<file path="src/rtl/multilane_serializer_pkg.sv">
// Shared types and helpers for the multi-lane serializer: FSM state encoding
// and the per-lane even-parity function.
package multilane_serializer_pkg;

  typedef enum logic [1:0] {
    ST_IDLE  = 2'd0,
    ST_SHIFT = 2'd1,
    ST_GAP   = 2'd2
  } ser_state_e;

  // Widest lane slice the parity helper accepts; callers zero-extend.
  localparam int unsigned MAX_SLICE_WIDTH = 64;

  function automatic logic even_parity(input logic [MAX_SLICE_WIDTH-1:0] bits_i);
    return ^bits_i;
  endfunction

endpackage

</file>
<file path="src/rtl/multilane_serializer_lane.sv">
// One serial lane: a SLICE_WIDTH+1 shift register holding the data slice plus
// its parity bit, shifted out MSB- or LSB-first.
module multilane_serializer_lane
  import multilane_serializer_pkg::*;
#(
  parameter int SLICE_WIDTH = 8,
  parameter bit LSB_FIRST   = 1'b0
) (
  input  logic                   clk_i,
  input  logic                   rst_i,
  input  logic                   load_i,
  input  logic                   shift_i,
  input  logic [SLICE_WIDTH-1:0] slice_i,
  output logic                   bit_o
);

  logic [SLICE_WIDTH:0] sr_q, sr_d;
  logic                 parity;

  // Parity sits just past the last data bit in shift order.
  always_comb begin
    parity = even_parity(MAX_SLICE_WIDTH'(slice_i));
    sr_d   = sr_q;
    if (load_i) begin
      sr_d = LSB_FIRST ? {parity, slice_i} : {slice_i, parity};
    end else if (shift_i) begin
      sr_d = LSB_FIRST ? {1'b0, sr_q[SLICE_WIDTH:1]} : {sr_q[SLICE_WIDTH-1:0], 1'b0};
    end
  end

  always_ff @(posedge clk_i) begin
    if (rst_i) begin
      sr_q <= '0;
    end else begin
      sr_q <= sr_d;
    end
  end

  assign bit_o = LSB_FIRST ? sr_q[0] : sr_q[SLICE_WIDTH];

endmodule

</file>
<file path="src/rtl/multilane_serializer.sv">
// Stripes a parallel word across NUM_LANES serial lanes with optional parity,
// programmable inter-frame gap and a one-entry holding register.
module multilane_serializer
  import multilane_serializer_pkg::*;
#(
  parameter int DATA_WIDTH = 32,
  parameter int NUM_LANES  = 4,
  parameter bit LSB_FIRST  = 1'b0,
  parameter bit PARITY_EN  = 1'b0,
  parameter int GAP_CYCLES = 0
) (
  input  logic                  clk_i,
  input  logic                  rst_i,
  input  logic [DATA_WIDTH-1:0] parallel_in_i,
  input  logic                  valid_in_i,
  output logic                  ready_o,
  output logic [NUM_LANES-1:0]  serial_out_o,
  output logic                  enable_o,
  output logic                  start_o
);

  localparam int SLICE_WIDTH = DATA_WIDTH / NUM_LANES;
  localparam int FRAME_LEN   = SLICE_WIDTH + (PARITY_EN ? 1 : 0);
  localparam int CNT_W       = $clog2(FRAME_LEN) + 1;
  localparam int GAP_W       = $clog2(GAP_CYCLES + 1) + 1;
  localparam logic [CNT_W-1:0] BIT_LAST = CNT_W'(FRAME_LEN - 1);
  localparam logic [GAP_W-1:0] GAP_LAST = GAP_W'((GAP_CYCLES > 0) ? GAP_CYCLES - 1 : 0);

  ser_state_e            state_q, state_d;
  logic [CNT_W-1:0]      bit_cnt_q, bit_cnt_d;
  logic [GAP_W-1:0]      gap_cnt_q, gap_cnt_d;
  logic [DATA_WIDTH-1:0] hold_q, hold_d;
  logic                  hold_valid_q, hold_valid_d;

  logic                  last_bit, last_gap, free_next, xfer, load, shifting;
  logic [DATA_WIDTH-1:0] load_word;
  logic [NUM_LANES-1:0]  lane_bits;

  assign ready_o = !hold_valid_q && !rst_i;

  // A pending word always comes from hold first; ready_o is low while hold is full.
  always_comb begin
    last_bit  = (state_q == ST_SHIFT) && (bit_cnt_q == BIT_LAST);
    last_gap  = (GAP_CYCLES > 0) && (state_q == ST_GAP) && (gap_cnt_q == GAP_LAST);
    free_next = (state_q == ST_IDLE) || (last_bit && (GAP_CYCLES == 0)) || last_gap;
    xfer      = valid_in_i && ready_o;
    load      = free_next && (hold_valid_q || xfer);
    load_word = hold_valid_q ? hold_q : parallel_in_i;
    shifting  = (state_q == ST_SHIFT);
  end

  always_comb begin
    state_d      = state_q;
    bit_cnt_d    = bit_cnt_q;
    gap_cnt_d    = gap_cnt_q;
    hold_d       = hold_q;
    hold_valid_d = hold_valid_q;

    if (xfer && !free_next) begin
      hold_d       = parallel_in_i;
      hold_valid_d = 1'b1;
    end else if (load && hold_valid_q) begin
      hold_valid_d = 1'b0;
    end

    case (state_q)
      ST_IDLE: begin
        if (load) begin
          state_d   = ST_SHIFT;
          bit_cnt_d = '0;
        end
      end
      ST_SHIFT: begin
        if (last_bit) begin
          bit_cnt_d = '0;
          if (GAP_CYCLES > 0) begin
            state_d   = ST_GAP;
            gap_cnt_d = '0;
          end else if (load) begin
            state_d = ST_SHIFT;
          end else begin
            state_d = ST_IDLE;
          end
        end else begin
          bit_cnt_d = bit_cnt_q + CNT_W'(1);
        end
      end
      ST_GAP: begin
        if (last_gap) begin
          gap_cnt_d = '0;
          bit_cnt_d = '0;
          state_d   = load ? ST_SHIFT : ST_IDLE;
        end else begin
          gap_cnt_d = gap_cnt_q + GAP_W'(1);
        end
      end
      default: state_d = ST_IDLE;
    endcase
  end

  always_ff @(posedge clk_i) begin
    if (rst_i) begin
      state_q      <= ST_IDLE;
      bit_cnt_q    <= '0;
      gap_cnt_q    <= '0;
      hold_q       <= '0;
      hold_valid_q <= 1'b0;
    end else begin
      state_q      <= state_d;
      bit_cnt_q    <= bit_cnt_d;
      gap_cnt_q    <= gap_cnt_d;
      hold_q       <= hold_d;
      hold_valid_q <= hold_valid_d;
    end
  end

  for (genvar gi = 0; gi < NUM_LANES; gi++) begin : g_lane
    multilane_serializer_lane #(
      .SLICE_WIDTH(SLICE_WIDTH),
      .LSB_FIRST  (LSB_FIRST)
    ) u_lane (
      .clk_i  (clk_i),
      .rst_i  (rst_i),
      .load_i (load),
      .shift_i(shifting),
      .slice_i(load_word[gi*SLICE_WIDTH +: SLICE_WIDTH]),
      .bit_o  (lane_bits[gi])
    );
  end

  // Outputs are forced low the moment reset is seen, not one cycle later.
  assign enable_o     = shifting && !rst_i;
  assign start_o      = enable_o && (bit_cnt_q == '0);
  assign serial_out_o = enable_o ? lane_bits : '0;

endmodule
</file>
<file path="config.mk">
export PLATFORM = sky130hd
export DESIGN_NAME = multilane_serializer
export DESIGN_NICKNAME = d
export VERILOG_FILES = /design/src/rtl/multilane_serializer_pkg.sv /design/src/rtl/multilane_serializer_lane.sv /design/src/rtl/multilane_serializer.sv
export SDC_FILE = /design/constraint.sdc
export NUM_CORES = 1
export LEC_CHECK = 0
export CAP_MARGIN = 25
export CORE_MARGIN = 10
export CORE_UTILIZATION = 61
export DETAILED_ROUTE_END_ITERATION = 10
export GPL_ROUTABILITY_DRIVEN = 0
export MAX_ROUTING_LAYER = met4
export PLACE_DENSITY = 0.95
export SLEW_MARGIN = 20
export SYNTH_ARGS = -nofsm -noshare
export SYNTH_HDL_FRONTEND = slang
export SYNTH_SLANG_ARGS = --single-unit
</file>
<file path="constraint.sdc">
create_clock -name clk_i -period 3.6 [get_ports clk_i]
set_input_delay 0.54 -clock clk_i [delete_from_list [all_inputs] [get_ports clk_i]]
set_output_delay 0.54 -clock clk_i [all_outputs]
set_load 0.01 [all_outputs]
</file>
# Yosys cells after proc, flatten, opt, wreduce, memory -nomap -nowiden
# Index checks and enable logic that the tools add are counted.
# word_totals
regBits,75
latchBits,0
ram_bits,0
rom_bits,0
inputBits,35
word_cells,58
memories,0
# classes
addsub,1
mul,0
div,0
n_lt_le_gt_ge,0
eq_ne,5
shift,0
muxes,19
bitwise_logic,1
reduce_logical,24
# op_table
operator,count
parity 64 bit,4
two-way mux 9 bit,8
two-way mux 32 bit,1
two-way mux 4 bit,3
logical AND 1 bit,8
one-hot mux 4 bit (2 select lines),1
one-hot mux 2 bit (3 select lines),1
nonzero test 2 bit,3
"adder 4 x 1 -> 4 bit, second input constant",1
"== test 4 x 3 -> 1 bit, second input constant",1
logical NOT 4 bit,1
two-way mux 2 bit,2
"!= test 2 bit, second input constant",2
logical NOT 1 bit,3
two-way mux 1 bit,3
AND reduction 3 bit,1
"== test 2 x 1 -> 1 bit, second input constant",1
"== test 2 bit, second input constant",1
logical NOT 2 bit,1
logical OR 1 bit,2
AND reduction 2 bit,1
NOT 1 bit,1

# Longest topological paths before layout
# logic_depth
depth_word,8
ltp_mapped,7
mapped_depth_nobuf,6

# Hierarchy
# Synthesis repeated with hierarchy kept, for this count alone.
# unflattened
cells_unflattened,438
area_unflattened_um2,3870.0
# modules_own_cells
mod,n_inst,cells_each,area_each_um2,seq_area_each_um2
multilane_serializer,1,218,2023.2,760.7
multilane_serializer_lane,4,55,461.7,180.2

# Least setup slack after synthesis
# No wires, ideal clock.
# synth_path
path_kind,reg2out
start,reg state_q[0]
end,out start_o
t_arrival_ns,1.433
path_slack_ns,1.627
path_stages_with_launch,5
path_buffers,2
cell_sequence,dfxtp_1 clkbuf_1 buf_2 nor2b_1 and3_1
# synth_between
elab_chain_len,3
# synth_lines
element,line,rtl
"start, declared",multilane_serializer.sv:29,"ser_state_e state_q, state_d;"
"start signal, assigned",multilane_serializer.sv:109,state_q <= state_d;
== test 2 x 1 -> 1 bit,multilane_serializer.sv:49,shifting = (state_q == ST_SHIFT);
logical AND 1 bit,multilane_serializer.sv:132,assign enable_o = shifting && !rst_i;
via enable_o,multilane_serializer.sv:18,"output logic enable_o,"
logical AND 1 bit,multilane_serializer.sv:133,assign start_o = enable_o && (bit_cnt_q == '0);
"end, declared",multilane_serializer.sv:19,output logic start_o
# The timed path passes the listed nets, and every way through them passes these cells.

# Worst setup path in the final report
# layout_path
start,in rst_i
end,out ready_o
# layout_between
elab_chain_len,2
# layout_lines
element,line,rtl
"start, declared",multilane_serializer.sv:13,"input logic rst_i,"
logical NOT 1 bit,multilane_serializer.sv:39,assign ready_o = !hold_valid_q && !rst_i;
logical AND 1 bit,multilane_serializer.sv:39,
"end, declared",multilane_serializer.sv:16,"output logic ready_o,"
# Every way passes these cells.

==> impl_metrics.tcl <==
set metrics [dict create \
    finalMaxSlewViolations 0 \
    grt.total_usage_pct 16.6 \
    synth_seq_cells 74 \
    drt-wirelength-per-cell_um 15.9 \
    drt-initial-drc-count 170 \
    die_area_um2 9880 \
    r2r_cells 6 \
    htreeDepth 3 \
    num_vias 2852 \
    cts_setup_buffers 0 \
    holdPathStages 2 \
    setup_tns_ns 0 \
    path_max_fanout 62 \
    cts_tree "built" \
    final.setup.worst_slack_ns 1.07 \
    holdPathEnd "hold_q[16]$_SDFFE_PP0P_" \
    ant_nets 0 \
    syn_area_per_cell_um2 9.79 \
    ys.flop_type "dfxtp_1" \
    min_from "hold_q[16]$_SDFFE_PP0P_" \
    die_y_um 99.4 \
    holdBufCountCts 0 \
    timing.clock.skew_ns 0.00999 \
    r2r-end "hold_q[7]$_SDFFE_PP0P_" \
    grt_max_degree 78 \
    synth_area_leaders "dfxtp_1, mux2i_1, a211oi_1, nor2b_1, xor2_1" \
    synth_area_leader_cell "dfxtp_1" \
    synthDistinctLibCells 31 \
    leakage_nw 1.79 \
    seq_area_frac_synth_pct 38.5 \
    worstSetupStartpoint "rst_i" \
    fmax_mhz 395 \
    power_density_nw_per_um2 436 \
    slew_headroom_pct 48.4 \
    yosys_warnings 0 \
    final_nets 456 \
    synth_edf_count 0 \
    power.total_mw 1.94 \
    hpwlAfterDp_um 5190 \
    dr.pass1.iters 4 \
    rows 28 \
    async_reset_ff_share_pct 0 \
    grt_pass1_wl_um 13300 \
    fin_crit_ns 2.53 \
    num_io_pins 42 \
    antenna_found_initial 0 \
    max-vdd-ir-drop_v 0.000311 \
    worstMarginPinSlew_ns 0.774 \
    initial_core_util_pct 63.8 \
    overflow 0 \
    clk_latency_ns 0.34 \
    fill_cells 429 \
    num_antenna_cells 0 \
    finish.utilization_pct 73.8 \
    wl_um 7920 \
    reg2reg_slack_ns 1.30 \
    die_x_um 99.4 \
    netlist_area_um2 3850 \
    core_region_area_um2 6030 \
    postCtsResizedCells 0 \
    synth_top_cell_area_share_pct 38.5 \
    route.detailed.drc 0 \
    hold_viol 0 \
    cp.required_ns 3.06 \
    setup_viol 0 \
    syn-num-nets 430 \
    grt_pass1_vias 2788 \
    maxCapViolCount 0 \
    syn_to_final_growth_pct 15.6 \
    dp_worst_setup_slack_ns 0.867 \
    cts.reportedPaths.clkPinSlew_ns 0.07 \
    io_buffers 41 \
    synth_cells 393 \
    cts_sinks 74 \
    fin_crit_sh_pct 70.3 \
    drive_gt1_share_pct 7.80 \
    status "completed" \
    reg2reg_from "state_q[0]$_SDFFE_PP0P_" \
    rsz0062_at_grt "no" \
    path_class "primary input to output port" \
    startpoint_type "primary input" \
    clockBufferDepth 2 \
    via_per_inst 5.73 \
    cts_made_buffers 9 \
    hp-class "flop to flop" \
    cts_root_buffer "clkbuf_8" \
    whs_ns 0.498 \
    crit_arrival_ns 1.99 \
    end_kind "output port" \
]
## cell families after synthesis
logic type,after synthesis,share of synthesized area [%]
xor+xnor,40,9.11
compound gates,74,14.1
mux,76,20.0
simple gates,94,13.0
fa+ha+maj,2,0.651
flops,74,38.5
buf+inv,33,4.65
## sequential cells by signal, indices dropped and copies added, names as in the netlist
name and count:
hold_valid_q 1, hold_q 32, g_lane.u_lane.sr_q 36, state_q 1, bit_cnt_q 4
## layer usage
metal / global-route usage, % / wire length (um) / vias to the layer above
met5: - / 0 / -
met4: 7.83 / 176 / 0
met3: 3.60 / 312 / 17
met2: 25.9 / 3750 / 54
met1: 20.1 / 3690 / 1319
li1: - / - / 1462
## how the worst max path moves through the flow
| stage | to | slack [ns] | cells past startpoint |
|---|---|---|---|
| global placement | hold_q[13]$_SDFFE_PP0P_ | 0.95 | 6 |
| detailed placement | hold_q[21]$_SDFFE_PP0P_ | 0.87 | 6 |
| finish | ready_o | 1.07 | 4 |
| floorplan | start_o | 1.63 | 4 |
| global route | start_o | 0.94 | 4 |
| CTS | ready_o | 1.06 | 4 |
## worst max-delay path, cell delays in order
cell	delay, ns
buf_2	0.27
buf_4	0.58
nor2_1	0.08
clkdlybuf4s50_1	0.51
## where the power goes
| part | total, mW | internal [mW] | switching (mW) |
|---|---|---|---|
| combinational | 0.364 | 0.178 | 0.186 |
| sequential | 0.898 | 0.870 | 0.0276 |
| clock | 0.679 | 0.382 | 0.296 |
| total | 1.94 | 1.43 | 0.510 |
## layout make-up
type	instances	area, um^2	area share, %
multi-input combinational	286	2200	49.5
inverter	2	7.51	0.169
clock buffer	9	124	2.79
tap	75	93.8	2.11
sequential	74	1480	33.4
timing repair buffer	46	455	10.2
clock inverter	6	82.6	1.86
## through the flow
step                      cell area, um^2  std cells
after floorplan                      3850        393
after global placement               4240        483
after detailed placement             4240        483
after CTS                            4450        498
after global routing                 4450        498
final                                4450        498
## synthesized netlist by cell type (all sizes together), types with 2 or more instances
library cell	count
inv	2
nand2b	2
nor3	3
and2	5
a21oi	5
xnor2	17
mux2i	75
buf	16
nor2b	33
or4b	4
ha	2
dfxtp	74
nor2	37
a211oi	64
clkbuf	15
o21ai	4
xor2	23
nand2	4
## cells in the final DEF, fill, tap and decap left out
master	Yosys	routed
a211oi_1	64	64
a21oi_1	5	5
a2bb2oi_4	0	1
and2_1	5	5
and3_1	1	1
buf_12	0	1
buf_2	8	1
buf_4	5	4
bufinv_16	0	2
clkbuf_8	0	9
clkdlybuf4s50_1	0	40
clkinv_2	0	3
clkinvlp_4	0	1
dfxtp_1	74	72
dfxtp_2	0	2
ha_1	2	2
inv_1	2	2
mux2_2	1	1
mux2i_1	73	73
mux2i_2	2	2
nand2_1	4	3
nand2_2	0	1
nand2b_1	2	2
nand3_1	1	1
nand3b_1	1	1
nor2_1	37	37
nor2b_1	33	33
nor3_1	3	3
nor3b_1	1	1
o21ai_0	2	2
o21ai_1	2	2
or3_1	1	1
or3b_2	1	1
or4b_2	4	4
xnor2_1	17	17
xor2_1	23	23
Power figures use the tool's default switching activity.
